### config.mk
export PLATFORM = sky130hd
export DESIGN_NAME = sar_adc_ctrl_param
export DESIGN_NICKNAME = d
export VERILOG_FILES = /design/src/rtl/sar_adc_pkg.sv /design/src/rtl/sar_adc_sar_reg.sv /design/src/rtl/sar_adc_ctrl_param.sv
export SDC_FILE = /design/constraint.sdc
export NUM_CORES = 1
export LEC_CHECK = 0
export ABC_AREA = 1
export CORE_ASPECT_RATIO = 1.4
export CORE_MARGIN = 2
export CORE_UTILIZATION = 51
export CTS_BUF_LIST = sky130_fd_sc_hd__clkbuf_4
export DETAILED_ROUTE_END_ITERATION = 12
export GPL_TIMING_DRIVEN = 0
export HOLD_SLACK_MARGIN = 0.03
export PLACE_DENSITY = 0.86
export SYNTH_ARGS = -nofsm -noshare
export SYNTH_HDL_FRONTEND = slang
export SYNTH_SLANG_ARGS = --single-unit
### constraint.sdc
create_clock -name clk -period 2.1 [get_ports clk]
set_input_delay 0.21 -clock clk [delete_from_list [all_inputs] [get_ports clk]]
set_output_delay 0.21 -clock clk [all_outputs]
set_load 0.02 [all_outputs]
### src/rtl/sar_adc_pkg.sv
// Shared types and width helpers for the parametrised SAR ADC controller.
package sar_adc_pkg;

    typedef enum logic [1:0] {
        IDLE    = 2'd0,
        SAMPLE  = 2'd1,
        CONVERT = 2'd2,
        DONE    = 2'd3
    } sar_state_e;

    // Accumulator width: RES_BITS + AVG_LOG2 holds 2^AVG_LOG2 full-scale codes.
    function automatic int acc_width(input int res_bits, input int avg_log2);
        return res_bits + avg_log2;
    endfunction

    function automatic int cnt_width(input int sample_cycles);
        int w;
        w = $clog2(sample_cycles);
        return (w < 1) ? 1 : w;
    endfunction

    function automatic int avg_cnt_width(input int avg_log2);
        return (avg_log2 < 1) ? 1 : avg_log2;
    endfunction

endpackage

### src/rtl/sar_adc_sar_reg.sv
// Successive-approximation register with bit-index counter and trial-code generation.
module sar_adc_sar_reg #(
    parameter int RES_BITS = 5
) (
    input  logic                clk,
    input  logic                rst,
    input  logic                load,
    input  logic                step,
    input  logic                cmp,
    output logic [RES_BITS-1:0] trial_code,
    output logic [RES_BITS-1:0] final_code,
    output logic                last_bit
);

    localparam int KW = $clog2(RES_BITS);

    logic [RES_BITS-1:0] sar_q, sar_d;
    logic [RES_BITS-1:0] bit_mask;
    logic [KW-1:0]       k_q, k_d;

    always_comb begin
        bit_mask   = {{(RES_BITS-1){1'b0}}, 1'b1} << k_q;
        trial_code = sar_q | bit_mask;
        // Bit k of sar_q is still clear, so keeping the trial bit equals sar_q[k] <= cmp.
        final_code = cmp ? trial_code : sar_q;
        last_bit   = (k_q == '0);
    end

    always_comb begin
        sar_d = sar_q;
        k_d   = k_q;
        if (load) begin
            sar_d = '0;
            k_d   = KW'(RES_BITS - 1);
        end else if (step) begin
            sar_d = final_code;
            k_d   = k_q - KW'(1);
        end
    end

    always_ff @(posedge clk or posedge rst) begin
        if (rst) begin
            sar_q <= '0;
            k_q   <= '0;
        end else begin
            sar_q <= sar_d;
            k_q   <= k_d;
        end
    end

endmodule

### src/rtl/sar_adc_ctrl_param.sv
// SAR ADC controller: sample timing, SAR search, optional 2^AVG_LOG2 averaging.
// Optional macro SAR_ADC_CTRL_OFFSET_EN adds a signed, saturating result offset.
module sar_adc_ctrl_param
    import sar_adc_pkg::*;
#(
    parameter int RES_BITS      = 5,
    parameter int SAMPLE_CYCLES = 2,
    parameter int AVG_LOG2      = 0
) (
    input  logic                clk,
    input  logic                rst,
    input  logic                go,
    input  logic                cont,
    input  logic                cmp,
`ifdef SAR_ADC_CTRL_OFFSET_EN
    input  logic [RES_BITS-1:0] offset,
`endif
    output logic                sample,
    output logic [RES_BITS-1:0] dac_code,
    output logic [RES_BITS-1:0] result,
    output logic                valid,
    output logic                busy
);

    localparam int ACC_W     = acc_width(RES_BITS, AVG_LOG2);
    localparam int CNT_W     = cnt_width(SAMPLE_CYCLES);
    localparam int AVG_CNT_W = avg_cnt_width(AVG_LOG2);

    sar_state_e            state_q, state_d;
    logic [CNT_W-1:0]      samp_cnt_q, samp_cnt_d;
    logic [AVG_CNT_W-1:0]  avg_cnt_q, avg_cnt_d;
    logic [ACC_W-1:0]      acc_q, acc_d;
    logic [RES_BITS-1:0]   result_q, result_d;

    logic                  samp_last, avg_last;
    logic                  sar_load, sar_step, last_bit;
    logic [RES_BITS-1:0]   trial_code, final_code;
    logic [ACC_W-1:0]      acc_sum;
    logic [RES_BITS-1:0]   avg_val, res_val;

    assign samp_last = (samp_cnt_q == CNT_W'(SAMPLE_CYCLES - 1));
    assign avg_last  = (avg_cnt_q == AVG_CNT_W'((1 << AVG_LOG2) - 1));

    sar_adc_sar_reg #(
        .RES_BITS(RES_BITS)
    ) u_sar_reg (
        .clk       (clk),
        .rst       (rst),
        .load      (sar_load),
        .step      (sar_step),
        .cmp       (cmp),
        .trial_code(trial_code),
        .final_code(final_code),
        .last_bit  (last_bit)
    );

    always_ff @(posedge clk or posedge rst) begin
        if (rst) begin
            state_q <= IDLE;
        end else begin
            state_q <= state_d;
        end
    end

    always_comb begin
        state_d = state_q;
        case (state_q)
            IDLE:    if (go) state_d = SAMPLE;
            SAMPLE:  if (samp_last) state_d = CONVERT;
            CONVERT: if (last_bit) state_d = avg_last ? DONE : SAMPLE;
            DONE:    state_d = cont ? SAMPLE : IDLE;
            default: state_d = IDLE;
        endcase
    end

    always_comb begin
        sample   = (state_q == SAMPLE);
        busy     = (state_q != IDLE);
        valid    = (state_q == DONE);
        dac_code = (state_q == CONVERT) ? trial_code : '0;
        sar_load = (state_q == SAMPLE) && samp_last;
        sar_step = (state_q == CONVERT);
    end

    always_comb begin
        acc_sum = acc_q + ACC_W'(final_code);
        avg_val = RES_BITS'(acc_sum >> AVG_LOG2);
    end

`ifdef SAR_ADC_CTRL_OFFSET_EN
    // Two guard bits: top bit flags a negative sum, next bit flags overflow past full scale.
    logic [RES_BITS+1:0] off_sum;
    always_comb begin
        off_sum = {2'b00, avg_val} + {{2{offset[RES_BITS-1]}}, offset};
        if (off_sum[RES_BITS+1]) begin
            res_val = '0;
        end else if (off_sum[RES_BITS]) begin
            res_val = '1;
        end else begin
            res_val = off_sum[RES_BITS-1:0];
        end
    end
`else
    assign res_val = avg_val;
`endif

    always_comb begin
        samp_cnt_d = samp_cnt_q;
        avg_cnt_d  = avg_cnt_q;
        acc_d      = acc_q;
        result_d   = result_q;
        case (state_q)
            IDLE: begin
                if (go) begin
                    samp_cnt_d = '0;
                    avg_cnt_d  = '0;
                    acc_d      = '0;
                end
            end
            SAMPLE: begin
                samp_cnt_d = samp_last ? '0 : samp_cnt_q + CNT_W'(1);
            end
            CONVERT: begin
                if (last_bit) begin
                    acc_d = acc_sum;
                    if (avg_last) begin
                        result_d = res_val;
                    end else begin
                        avg_cnt_d = avg_cnt_q + AVG_CNT_W'(1);
                    end
                end
            end
            DONE: begin
                if (cont) begin
                    samp_cnt_d = '0;
                    avg_cnt_d  = '0;
                    acc_d      = '0;
                end
            end
            default: begin
                samp_cnt_d = '0;
            end
        endcase
    end

    always_ff @(posedge clk or posedge rst) begin
        if (rst) begin
            samp_cnt_q <= '0;
            avg_cnt_q  <= '0;
            acc_q      <= '0;
            result_q   <= '0;
        end else begin
            samp_cnt_q <= samp_cnt_d;
            avg_cnt_q  <= avg_cnt_d;
            acc_q      <= acc_d;
            result_q   <= result_d;
        end
    end

    assign result = result_q;

endmodule

### Word-level counts from Yosys, hierarchy flattened

Cells that the tools add are included.
Widths: inputs -> output; s select.

| operators by class | value |
|---|---|
| $add $sub $neg | 4 |
| multiply operators | 0 |
| divide/modulo/power cells | 0 |
| magnitude comparators | 0 |
| equal/unequal tests | 7 |
| shifts and indexed selects | 1 |
| multiplexer cells | 23 |
| bitwise gates (word level) | 2 |
| reductions and logical operators | 11 |

Operator list:

| operator | count |
|---|---|
| $mux 5 | 7 |
| $pmux 5 s3 | 1 |
| $reduce_and 3->1 | 3 |
| $mux 2 | 4 |
| $pmux 2 s4 | 1 |
| $mux 1 | 6 |
| $mux 3 | 2 |
| $pmux 1 s3 | 2 |
| $reduce_bool 3->1 | 2 |
| $add 5x5->5 | 1 |
| $or 5x5->5 | 1 |
| $shl 1x3->5 const A | 1 |
| $eq 2x2->1 const B | 2 |
| $ne 2x1->1 const B | 2 |
| $ne 2x2->1 const B | 2 |
| $reduce_and 4->1 | 1 |
| $reduce_bool 2->1 | 2 |
| $logic_not 3->1 | 1 |
| $sub 3x1->3 const B | 1 |
| $add 1x1->1 const B | 2 |
| $eq 2x1->1 const B | 1 |
| $logic_not 2->1 | 1 |
| $logic_and 1x1->1 | 1 |
| $not 1->1 | 1 |

| word-level totals | value |
|---|---|
| register bits after elaboration | 22 |
| bits in latches | 0 |
| bits in writable memories | 0 |
| bits in read-only memories | 0 |
| input port bits | 5 |
| output and inout port bits | 13 |
| memories kept | 0 |

### Logic depth before layout (Yosys ltp)

Gate-level depths: netlist of the first run.

| depth | value |
|---|---|
| depth in word-level cells | 6 |
| mapped depth | 15 |
| gate-level depth less buffers | 15 |

### By module

Synthesis of the first run repeated with hierarchy kept, for this count alone.

| unflattened totals | value |
|---|---|
| cell total of the unflattened synthesis | 191 |
| area total of the unflattened synthesis | 1430.1 µm² |

By module, submodules not included:

| module | instances | cells an instance | area each (µm²) | sequential area each (µm²) |
|---|---|---|---|---|
| sar_adc_ctrl_param | 1 | 120 | 919.6 | 325.3 |
| sar_adc_sar_reg | 1 | 71 | 510.5 | 200.2 |

### Least setup slack after synthesis of the first run

OpenSTA, ideal clock, no wires.

| path | value |
|---|---|
| kind | register to register |
| start point | register u_sar_reg.k_q[0] |
| end point | register result_q[4] (netlist: result[4]) |
| library setup time | 0.118 ns |
| arrival time | 2.045 ns |
| required time | 1.982 ns |
| slack | -0.062 ns |
| stages on the path, launching flop included | 15 |
| period minus slack after synthesis | 2.162 ns |
| cells stage by stage | dfrtp_1 inv_1 ha_1 nand2_4 inv_1 a21oi_1 inv_1 ha_1 fa_1 inv_1 nor2_1 nor2_1 nand3_1 nand3_1 nand2_1 |

| between the ends | value |
|---|---|
| longest elaborated chain between the ends | 4 |

RTL lines:

| element | line | text |
|---|---|---|
| start, declared | sar_adc_sar_reg.sv:19 | `logic [KW-1:0] k_q, k_d;` |
| start signal, assigned | sar_adc_sar_reg.sv:47 | `k_q <= k_d;` |
| $shl 1x3->5 | sar_adc_sar_reg.sv:22 | `bit_mask = {{(RES_BITS-1){1'b0}}, 1'b1} << k_q;` |
| $or 5x5->5 | sar_adc_sar_reg.sv:23 | `trial_code = sar_q \| bit_mask;` |
| $mux 5 | sar_adc_sar_reg.sv:25 | `final_code = cmp ? trial_code : sar_q;` |
| $add 5x5->5 | sar_adc_ctrl_param.sv:86 | `acc_sum = acc_q + ACC_W'(final_code);` |
| end signal, assigned | sar_adc_ctrl_param.sv:156 | `result_q <= result_d;` |
| end, declared | sar_adc_ctrl_param.sv:33 | `logic [RES_BITS-1:0] result_q, result_d;` |

Several ways; a longest one is shown, not always the timed one.
A chain may end at the register's enable or synchronous reset.

### Final worst setup path of the first run

| path | value |
|---|---|
| start point | register u_sar_reg.k_q[0] |
| end point | register acc_q[3] |

| between the ends | value |
|---|---|
| longest elaborated chain between the ends | 6 |

RTL lines:

| element | line | text |
|---|---|---|
| $shl 1x3->5 | sar_adc_sar_reg.sv:22 |  |
| $or 5x5->5 | sar_adc_sar_reg.sv:23 |  |
| $mux 5 | sar_adc_sar_reg.sv:25 |  |
| $add 5x5->5 | sar_adc_ctrl_param.sv:86 |  |
| $mux 5 | sar_adc_ctrl_param.sv:124 | `if (last_bit) begin` |
| $pmux 5 s3 | sar_adc_ctrl_param.sv:112 | `case (state_q)` |
| end signal, assigned | sar_adc_ctrl_param.sv:150 | `acc_q <= '0;` |
| end signal, assigned | sar_adc_ctrl_param.sv:155 | `acc_q <= acc_d;` |
| end, declared | sar_adc_ctrl_param.sv:32 | `logic [ACC_W-1:0] acc_q, acc_d;` |

Several ways; a longest one is shown, not always the timed one. The select of a mux whose other input is x is not followed.

==> results of run 1 <==
cell families after synthesis:
| family | after synthesis | share of synthesized area [%] |
|---|---|---|
| AO/OA/AOI/OAI | 24 | 10.5 |
| XOR/XNOR | 2 | 1.29 |
| adder cells (fa/ha/maj) | 17 | 16.2 |
| buffers and inverters | 26 | 8.20 |
| flip-flops | 21 | 38.7 |
| AND/OR/NAND/NOR | 72 | 25.1 |
state kept, by name, indices dropped and copies added (netlist names):
signal / flops
samp_cnt_q: 1
result: 5
acc_q: 5
u_sar_reg.sar_q: 5
state_q: 2
u_sar_reg.k_q: 3
Yosys cell counts:
cell type | count | area, um2
nand3_1 | 8 | 40.0
nand2_4 | 2 | 22.5
a21oi_4 | 1 | 16.3
fa_1 | 1 | 20.0
a211oi_1 | 3 | 22.5
xor2_1 | 2 | 17.5
nor2_1 | 11 | 41.3
dfrtp_1 | 21 | 526
inv_2 | 1 | 3.75
inv_1 | 22 | 82.6
buf_4 | 1 | 7.51
ha_1 | 16 | 200
a31oi_1 | 3 | 18.8
nor2_8 | 1 | 20.0
inv_4 | 1 | 6.26
buf_6 | 1 | 11.3
nand3_2 | 1 | 10.0
o21ai_0 | 7 | 35.0
nand2_1 | 46 | 173
nand3_4 | 1 | 17.5
nor2_4 | 1 | 11.3
a21oi_1 | 10 | 50.1
or2_1 | 1 | 6.26
timing repair:
action	in CTS	in global routing
pin swaps	7	6
setup buffers	8	3
hold buffers	0	0
setup endpoints to repair	11	11
resized for setup	20	18
final timing paths:
check | startpoint | end | slack (ns) | cells past startpoint
hold reg to reg | result[2] | result[2] | 0.49 | 2
setup reg to reg | u_sar_reg.k_q[0] | acc_q[3] | 0.07 | 11
setup / recovery | u_sar_reg.k_q[0] | acc_q[3] | 0.07 | 11
hold / removal | rst | result[4] | 0.34 | 2
min in group clk | result[2] | result[2] | 0.49 | 2
max in group asynchronous | rst | state_q[0] | 1.20 | 2
layout make-up:
cell class              instances  share of cell area (%)
multi-input cells             115                    46.9
flip-flops and latches         21                    29.8
repair buffers                 28                    12.9
inverters                      24                    5.24
well taps                      36                    2.55
clock buffers                   3                    1.27
plain buffers                   2                    1.06
clock inverters                 1                   0.283
worst max-delay path, stage by stage, from the launching register on:
cell and delay [ns]:
dfrtp_1 0.40, inv_2 0.07, buf_4 0.15, ha_1 0.23, a31oi_2 0.16, inv_1 0.13
ha_4 0.29, nand3_1 0.09, nand2_1 0.11, xor2_2 0.19, nand2_1 0.08, nand2_1 0.06
through the flow:
step	util (%)	instance area [um2]	setup TNS (ns)	std cells	hold slack, ns
after global routing	68.3	1770	-0.0545	230	0.428
after CTS	65.2	1690	0	227	0.366
after floorplan	-	1360	0	162	0.187
after detailed placement	61.0	1580	-0.645	215	0.460
after global placement	61.0	1580	-0.356	215	0.456
final	68.3	1770	0	230	0.338
power by group:
part           internal (mW)  switching (mW)
clock network         0.0713           0.138
registers              0.546           0.116
logic                  0.662           0.928
metal layers:
metal	GRT usage (%)	share of wire (%)	vias to the layer above
li1	-	-	576
met1	28.0	39	577
met2	38.3	54	43
met3	4.18	3.8	14
met4	10.8	3.6	0
met5	0	0	-
==> flow_metrics.tcl, run 1 <==
set metrics [dict create \
    syn_nets 184 \
    drv_slew 0 \
    syn_inst 162 \
    cts_buffers 3 \
    maxSlewHeadroom_pct 44.0 \
    peakVddDrop_v 0.000836 \
    cp-end-kind "register" \
    die_y_um 65.1 \
    period_needed_ns 2.03 \
    routed_via_density 5.26 \
    die_w_um 47.6 \
    insertion_delay_ns 0.32 \
    total_power_mw 2.46 \
    hold_viol 0 \
    ys_types 23 \
    grt_pass1_wl_mm 5.26 \
    synth_seq_cells 21 \
    ios 18 \
    fill_cells 220 \
    min_path_type "input port to asynchronous set/reset pin" \
    dp.final_hpwl_mm 2.19 \
    antenna_found_initial 0 \
    clockBufferDepth 2 \
    drive_gt1_share_pct 25.8 \
    cts_max_level 1 \
    nets 217 \
    required_ns 2.36 \
    layout_common_cells "45 x nand2_1, 20 x dfrtp_1, 17 x inv_1" \
    yosys_warnings 0 \
    multi_input_area_um2 828 \
    power_density_mw_per_mm2 1390 \
    n_antenna_cell 0 \
    drt_pre_antenna_iters 4 \
    drtIter0Drc 46 \
    final_common_cell "nand2_1" \
    ys_seq_area_share_pct 38.7 \
    rsz0062_at_grt "yes" \
    syn_area_mm2 0.00136 \
    die_area_mm2 0.00310 \
    grt_pass1_vias 1213 \
    wl_per_cell_um 14.2 \
    start_util_pct 52.5 \
    cts_num_sinks 21 \
    synthToLayoutAreaGrowth_pct 30.0 \
    critical_path_class "register to register" \
    cp-start-kind "register" \
    worst_pin_slew_ns 0.839 \
    fin_ws_ns 0.0716 \
    fin_crit_sh_pct 96.6 \
    fmax_ghz 0.493 \
    leakagePower_nw 0.940 \
    cts_tree "done" \
    final-setup-viol-count 0 \
    grt_remaining_overflow 0 \
    dp_slack_ns -0.277 \
    cp_max_fo 2 \
    vias 1210 \
    ant_nets 0 \
    path_clk_slew_ns 0.13 \
    cts_root_buf "clkbuf_4" \
    status "finished clean" \
    grt_usage_pct 23.3 \
    wirelength_mm 3.27 \
    avgSynthCellArea_um2 8.39 \
    clock_skew_ns 0.00447 \
    cap_violations 0 \
    grt_max_degree 22 \
    crit_arrival_ns 2.29 \
    gp_congestion 0.878 \
    core_mm2 0.00259 \
    regArea_um2 527 \
    drc 0 \
    row_count 22 \
    numPortBuffers 17 \
]
Note: power is estimated with default switching activity, not from simulation.
==> inputs of run 2 (changes only) <==
- SETUP_SLACK_MARGIN: not set -> 0.15
==> flow_metrics.tcl, run 2 (synthesized netlist as in run 1, its figures left out) <==
set metrics [dict create \
    peakVddDrop_v 0.00114 \
    die_area_mm2 0.00310 \
    n_antenna_cell 0 \
    status "finished clean" \
    vias 1181 \
    r2r_cells 15 \
    final-setup-viol-count 0 \
    grt_usage_pct 20.3 \
    synthToLayoutAreaGrowth_pct 30.7 \
    clock_skew_ns 0.00504 \
    crit_arrival_ns 2.33 \
    drtIter0Drc 31 \
    cts_root_buf "clkbuf_4" \
    drive_gt1_share_pct 28.2 \
    path_clk_slew_ns 0.12 \
    fin_crit_sh_pct 99.2 \
    grt_max_degree 22 \
    min_path_type "input port to asynchronous set/reset pin" \
    ant_nets 0 \
    rsz0062_at_grt "yes" \
    grt_pass1_wl_mm 4.60 \
    worst_pin_slew_ns 0.804 \
    wl_per_cell_um 13.0 \
    row_count 22 \
    rrSetupSlack_ns 0.02 \
    required_ns 2.35 \
    antenna_found_initial 0 \
    power_density_mw_per_mm2 1370 \
    insertion_delay_ns 0.30 \
    gp_congestion 0.844 \
    routed_via_density 5.11 \
    cp_max_fo 2 \
    critical_path_class "register to register" \
    cap_violations 0 \
    die_w_um 47.6 \
    hold_ws_ns 0.346 \
    die_y_um 65.1 \
    core_mm2 0.00259 \
    maxSlewHeadroom_pct 46.4 \
    wirelength_mm 3.00 \
    fill_cells 201 \
    r2r-end "result[4]" \
    fmax_ghz 0.480 \
    cts_buffers 3 \
    grt_remaining_overflow 0 \
    cts_tree "done" \
    cts_hold_buf 0 \
    start_util_pct 52.5 \
    cts_num_sinks 21 \
    nets 218 \
    layout_common_cells "45 x nand2_1, 20 x dfrtp_1, 15 x inv_1" \
    instances_no_fill 231 \
    r2r_start "u_sar_reg.k_q[0]" \
    critPathLaunch "u_sar_reg.k_q[0]" \
    hold_viol 0 \
    drv_slew 0 \
    grt_pass1_vias 1131 \
    drt_pre_antenna_iters 4 \
    cts_max_level 1 \
    leakagePower_nw 0.984 \
    final_common_cell "nand2_1" \
    dp.final_hpwl_mm 2.12 \
    ios 18 \
    cp-end-kind "register" \
    drc 0 \
    clockBufferDepth 2 \
    cp-start-kind "register" \
    placed_cells 215 \
    numPortBuffers 17 \
    period_needed_ns 2.08 \
]
==> run 2: cell types whose count changed in the layout (fill, tap and decap cells not counted), sizes merged <==
cell / previous run / this run
clkdlybuf4s50: 12 / 9
clkinv: 1 / 0
clkbuf: 5 / 4
buf: 16 / 19
dlymetal6s2s: 0 / 3
==> run 2: where the power goes <==
| group | switching, mW | total (mW) | internal (mW) |
|---|---|---|---|
| Combinational | 0.912 | 1.57 | 0.655 |
| Sequential | 0.107 | 0.653 | 0.546 |
| Clock | 0.124 | 0.211 | 0.0870 |
==> run 2: worst max-delay path by stage <==
stage / to
3_3_place_gp: result[4]
6_report: result[4]
5_1_grt: result[4]
3_5_place_dp: result[4]
2_1_floorplan: result[4]
4_1_cts: result[4]
==> run 2: layout make-up <==
type / count / area (um2) / area share, %
well taps: 36 / 45.0 / 2.54
repair buffers: 29 / 248 / 14.0
plain buffers: 2 / 22.5 / 1.27
flip-flops and latches: 21 / 527 / 29.7
inverters: 24 / 95.1 / 5.36
clock buffers: 4 / 30.0 / 1.69
multi-input cells: 115 / 808 / 45.5
==> run 2: repair_timing <==
action,CTS,global route
cloned,0,0
resized for setup,26,19
setup buffers,8,4
pin swaps,11,13
setup endpoints to repair,14,14
hold endpoints to repair,0,0
==> run 2: layer usage <==
metal	global-route usage, %	wire length (um)
met2	37.2	1710
met5	0	0
met3	2.23	72
met4	7.09	43
met1	22.7	1170
==> run 2: critical path: stages (launching register included) <==
cell and delay [ns]:
dfrtp_1 0.39, inv_2 0.06, ha_4 0.17, nand2_4 0.07
inv_4 0.04, a21oi_4 0.15, inv_2 0.06, ha_4 0.16
fa_2 0.37, inv_2 0.07, nor2_2 0.04, nor2_2 0.14
inv_1 0.08, nand2_2 0.09, nand3_2 0.07, nand2_1 0.07
==> run 2: metrics by stage <==
step	setup TNS (ns)	area, um2	power, mW	setup slack, ns	utilization [%]
floorplan	0	1380	1.64	0.106	-
finish	0	1780	2.43	0.0161	68.6
global placement	-0.126	1600	1.97	-0.0760	61.7
global route	-0.196	1780	2.61	-0.0941	68.6
detailed placement	-0.235	1600	2.04	-0.120	61.7
CTS	0	1710	2.36	0.0738	65.9
==> inputs of run 3 (changes only) <==
- MAX_ROUTING_LAYER: not set -> met4
==> flow_metrics.tcl, run 3 (synthesized netlist as in run 1, its figures left out) <==
set metrics [dict create \
    vias 1190 \
    start_util_pct 52.5 \
    placed_cells 215 \
    die_w_um 47.6 \
    final_common_cell "nand2_1" \
    grt_remaining_overflow 0 \
    status "finished clean" \
    drtIter0Drc 35 \
    r2r_start "u_sar_reg.k_q[0]" \
    rsz0062_at_grt "yes" \
    total_power_mw 2.43 \
    final-setup-viol-count 0 \
    core_mm2 0.00259 \
    period_needed_ns 2.08 \
    synthToLayoutAreaGrowth_pct 30.7 \
    clock_skew_ns 0.00426 \
    dp.final_hpwl_mm 2.12 \
    maxSlewHeadroom_pct 46.5 \
    crit_path_frequent_cell "inv_2" \
    path_clk_slew_ns 0.12 \
    grt_max_degree 22 \
    crit_family "adder cells" \
    r2r_cells 15 \
    critPathSlowestCell "dfrtp_1" \
    gp_congestion 0.857 \
    hold_viol 0 \
    cp-start-kind "register" \
    wirelength_mm 3.01 \
    grt_pass1_wl_mm 4.60 \
    worstPathCellList "inv_2 > ha_4 > nand2_4 > inv_4 > a21oi_4 > inv_2 > ha_4 > fa_2 > inv_2 > nor2_2 > nor2_2 > inv_1 > nand2_2 > nand3_2 > nand2_1" \
    p_int_mw 1.29 \
    cts_num_sinks 21 \
    r2r-end "result[4]" \
    min_path_type "input port to asynchronous set/reset pin" \
    p_switching_mw 1.15 \
    crit_arrival_ns 2.33 \
    cts_root_buf "clkbuf_4" \
    power_density_mw_per_mm2 1370 \
    nets 218 \
    ant_nets 0 \
    row_count 22 \
    fin_area_mm2 0.00178 \
    peakVddDrop_v 0.00114 \
    cts_buffers 3 \
    slowest_delay_ns 0.39 \
    instances_no_fill 231 \
    critPathLaunch "u_sar_reg.k_q[0]" \
    critical_path_class "register to register" \
    cp-end-kind "register" \
    cts_max_level 1 \
    antenna_found_initial 0 \
    drc 0 \
    cap_violations 0 \
    p_seq_share_pct 26.8 \
    worst_pin_slew_ns 0.801 \
    power.combinational.fraction_pct 64.5 \
    fmax_ghz 0.480 \
    die_y_um 65.1 \
    routed_via_density 5.15 \
    fill_cells 201 \
    drt_pre_antenna_iters 4 \
    insertion_delay_ns 0.30 \
    clkPwrFrac_pct 8.7 \
    drv_slew 0 \
    n_antenna_cell 0 \
    cp_max_fo 2 \
    cts_tree "done" \
    layout_common_cells "45 x nand2_1, 20 x dfrtp_1, 15 x inv_1" \
    switching_share_pct 47.1 \
    ios 18 \
    fin_crit_sh_pct 99.3 \
    leakagePower_nw 0.984 \
    clockBufferDepth 2 \
    die_area_mm2 0.00310 \
    cp_num_buf_inv 5 \
    cts_hold_buf 0 \
    wl_per_cell_um 13.0 \
    worstSetupPathDepth 15 \
    rrSetupSlack_ns 0.02 \
    dpl_cell_area_mm2 0.00160 \
    crit_path_end "result[4]" \
    required_ns 2.35 \
    drive_gt1_share_pct 28.2 \
    numPortBuffers 17 \
    grt_pass1_vias 1131 \
    grt_usage_pct 20.8 \
]
## run 3: worst min path at each step
| stage | from | end | slack, ns | cells past startpoint |
|---|---|---|---|---|
| 2_1_floorplan | rst | acc_q[0] | 0.19 | 1 |
| 3_3_place_gp | result[1] | result[1] | 0.45 | 2 |
| 3_5_place_dp | result[3] | result[3] | 0.47 | 2 |
| 4_1_cts | rst | state_q[1] | 0.39 | 2 |
| 5_1_grt | rst | u_sar_reg.k_q[0] | 0.42 | 2 |
| 6_report | rst | result[0] | 0.34 | 2 |
## run 3: final cells by class
type,count,area (um2),area share [%]
Tap cell,36,45.0,2.54
Timing Repair Buffer,29,248,14.0
Multi-Input combinational cell,115,808,45.5
Inverter,24,95.1,5.36
Buffer,2,22.5,1.27
Clock buffer,4,30.0,1.69
Sequential cell,21,527,29.7
## run 3: worst reg2reg max path: cells and delay by family, from the launching register on
kind	cells	cell delay, ns
AO/OA/AOI/OAI	1	0.15
adder cells (fa/ha/maj)	3	0.70
buffers and inverters	5	0.31
flip-flops	1	0.39
AND/OR/NAND/NOR	6	0.49
## run 3: layer usage
metal	routed length (um)	track usage, %	share of wire [%]
met1	1160	22.7	39
met2	1710	37.2	57
met4	42	7.09	1.4
met3	92	2.23	3.1
met5	0	-	0
## run 3: power groups by stage
stage,registers [mW],clock network [mW],logic (mW)
floorplan,0.696,0,0.944
global placement,0.664,0,1.30
detailed placement,0.672,0,1.36
CTS,0.651,0.210,1.50
global route,0.666,0.227,1.71
finish,0.653,0.211,1.57
## run 3: per-stage QoR
| step | utilization [%] | worst slack (ns) | TNS (ns) | hold slack (ns) |
|---|---|---|---|---|
| 4_1_cts | 65.9 | 0.0738 | 0 | 0.386 |
| 2_1_floorplan | - | 0.106 | 0 | 0.187 |
| 3_5_place_dp | 61.7 | -0.120 | -0.235 | 0.465 |
| 5_1_grt | 68.6 | -0.0941 | -0.196 | 0.418 |
| 6_report | 68.6 | 0.0156 | 0 | 0.345 |
| 3_3_place_gp | 61.7 | -0.0760 | -0.126 | 0.455 |
## run 3: repair_timing
item | 4_1_cts | 5_1_grt
setup endpoints to repair | 14 | 14
cloned | 0 | 0
pin swaps | 11 | 13
gates resized for setup | 26 | 19
setup buffers | 8 | 4
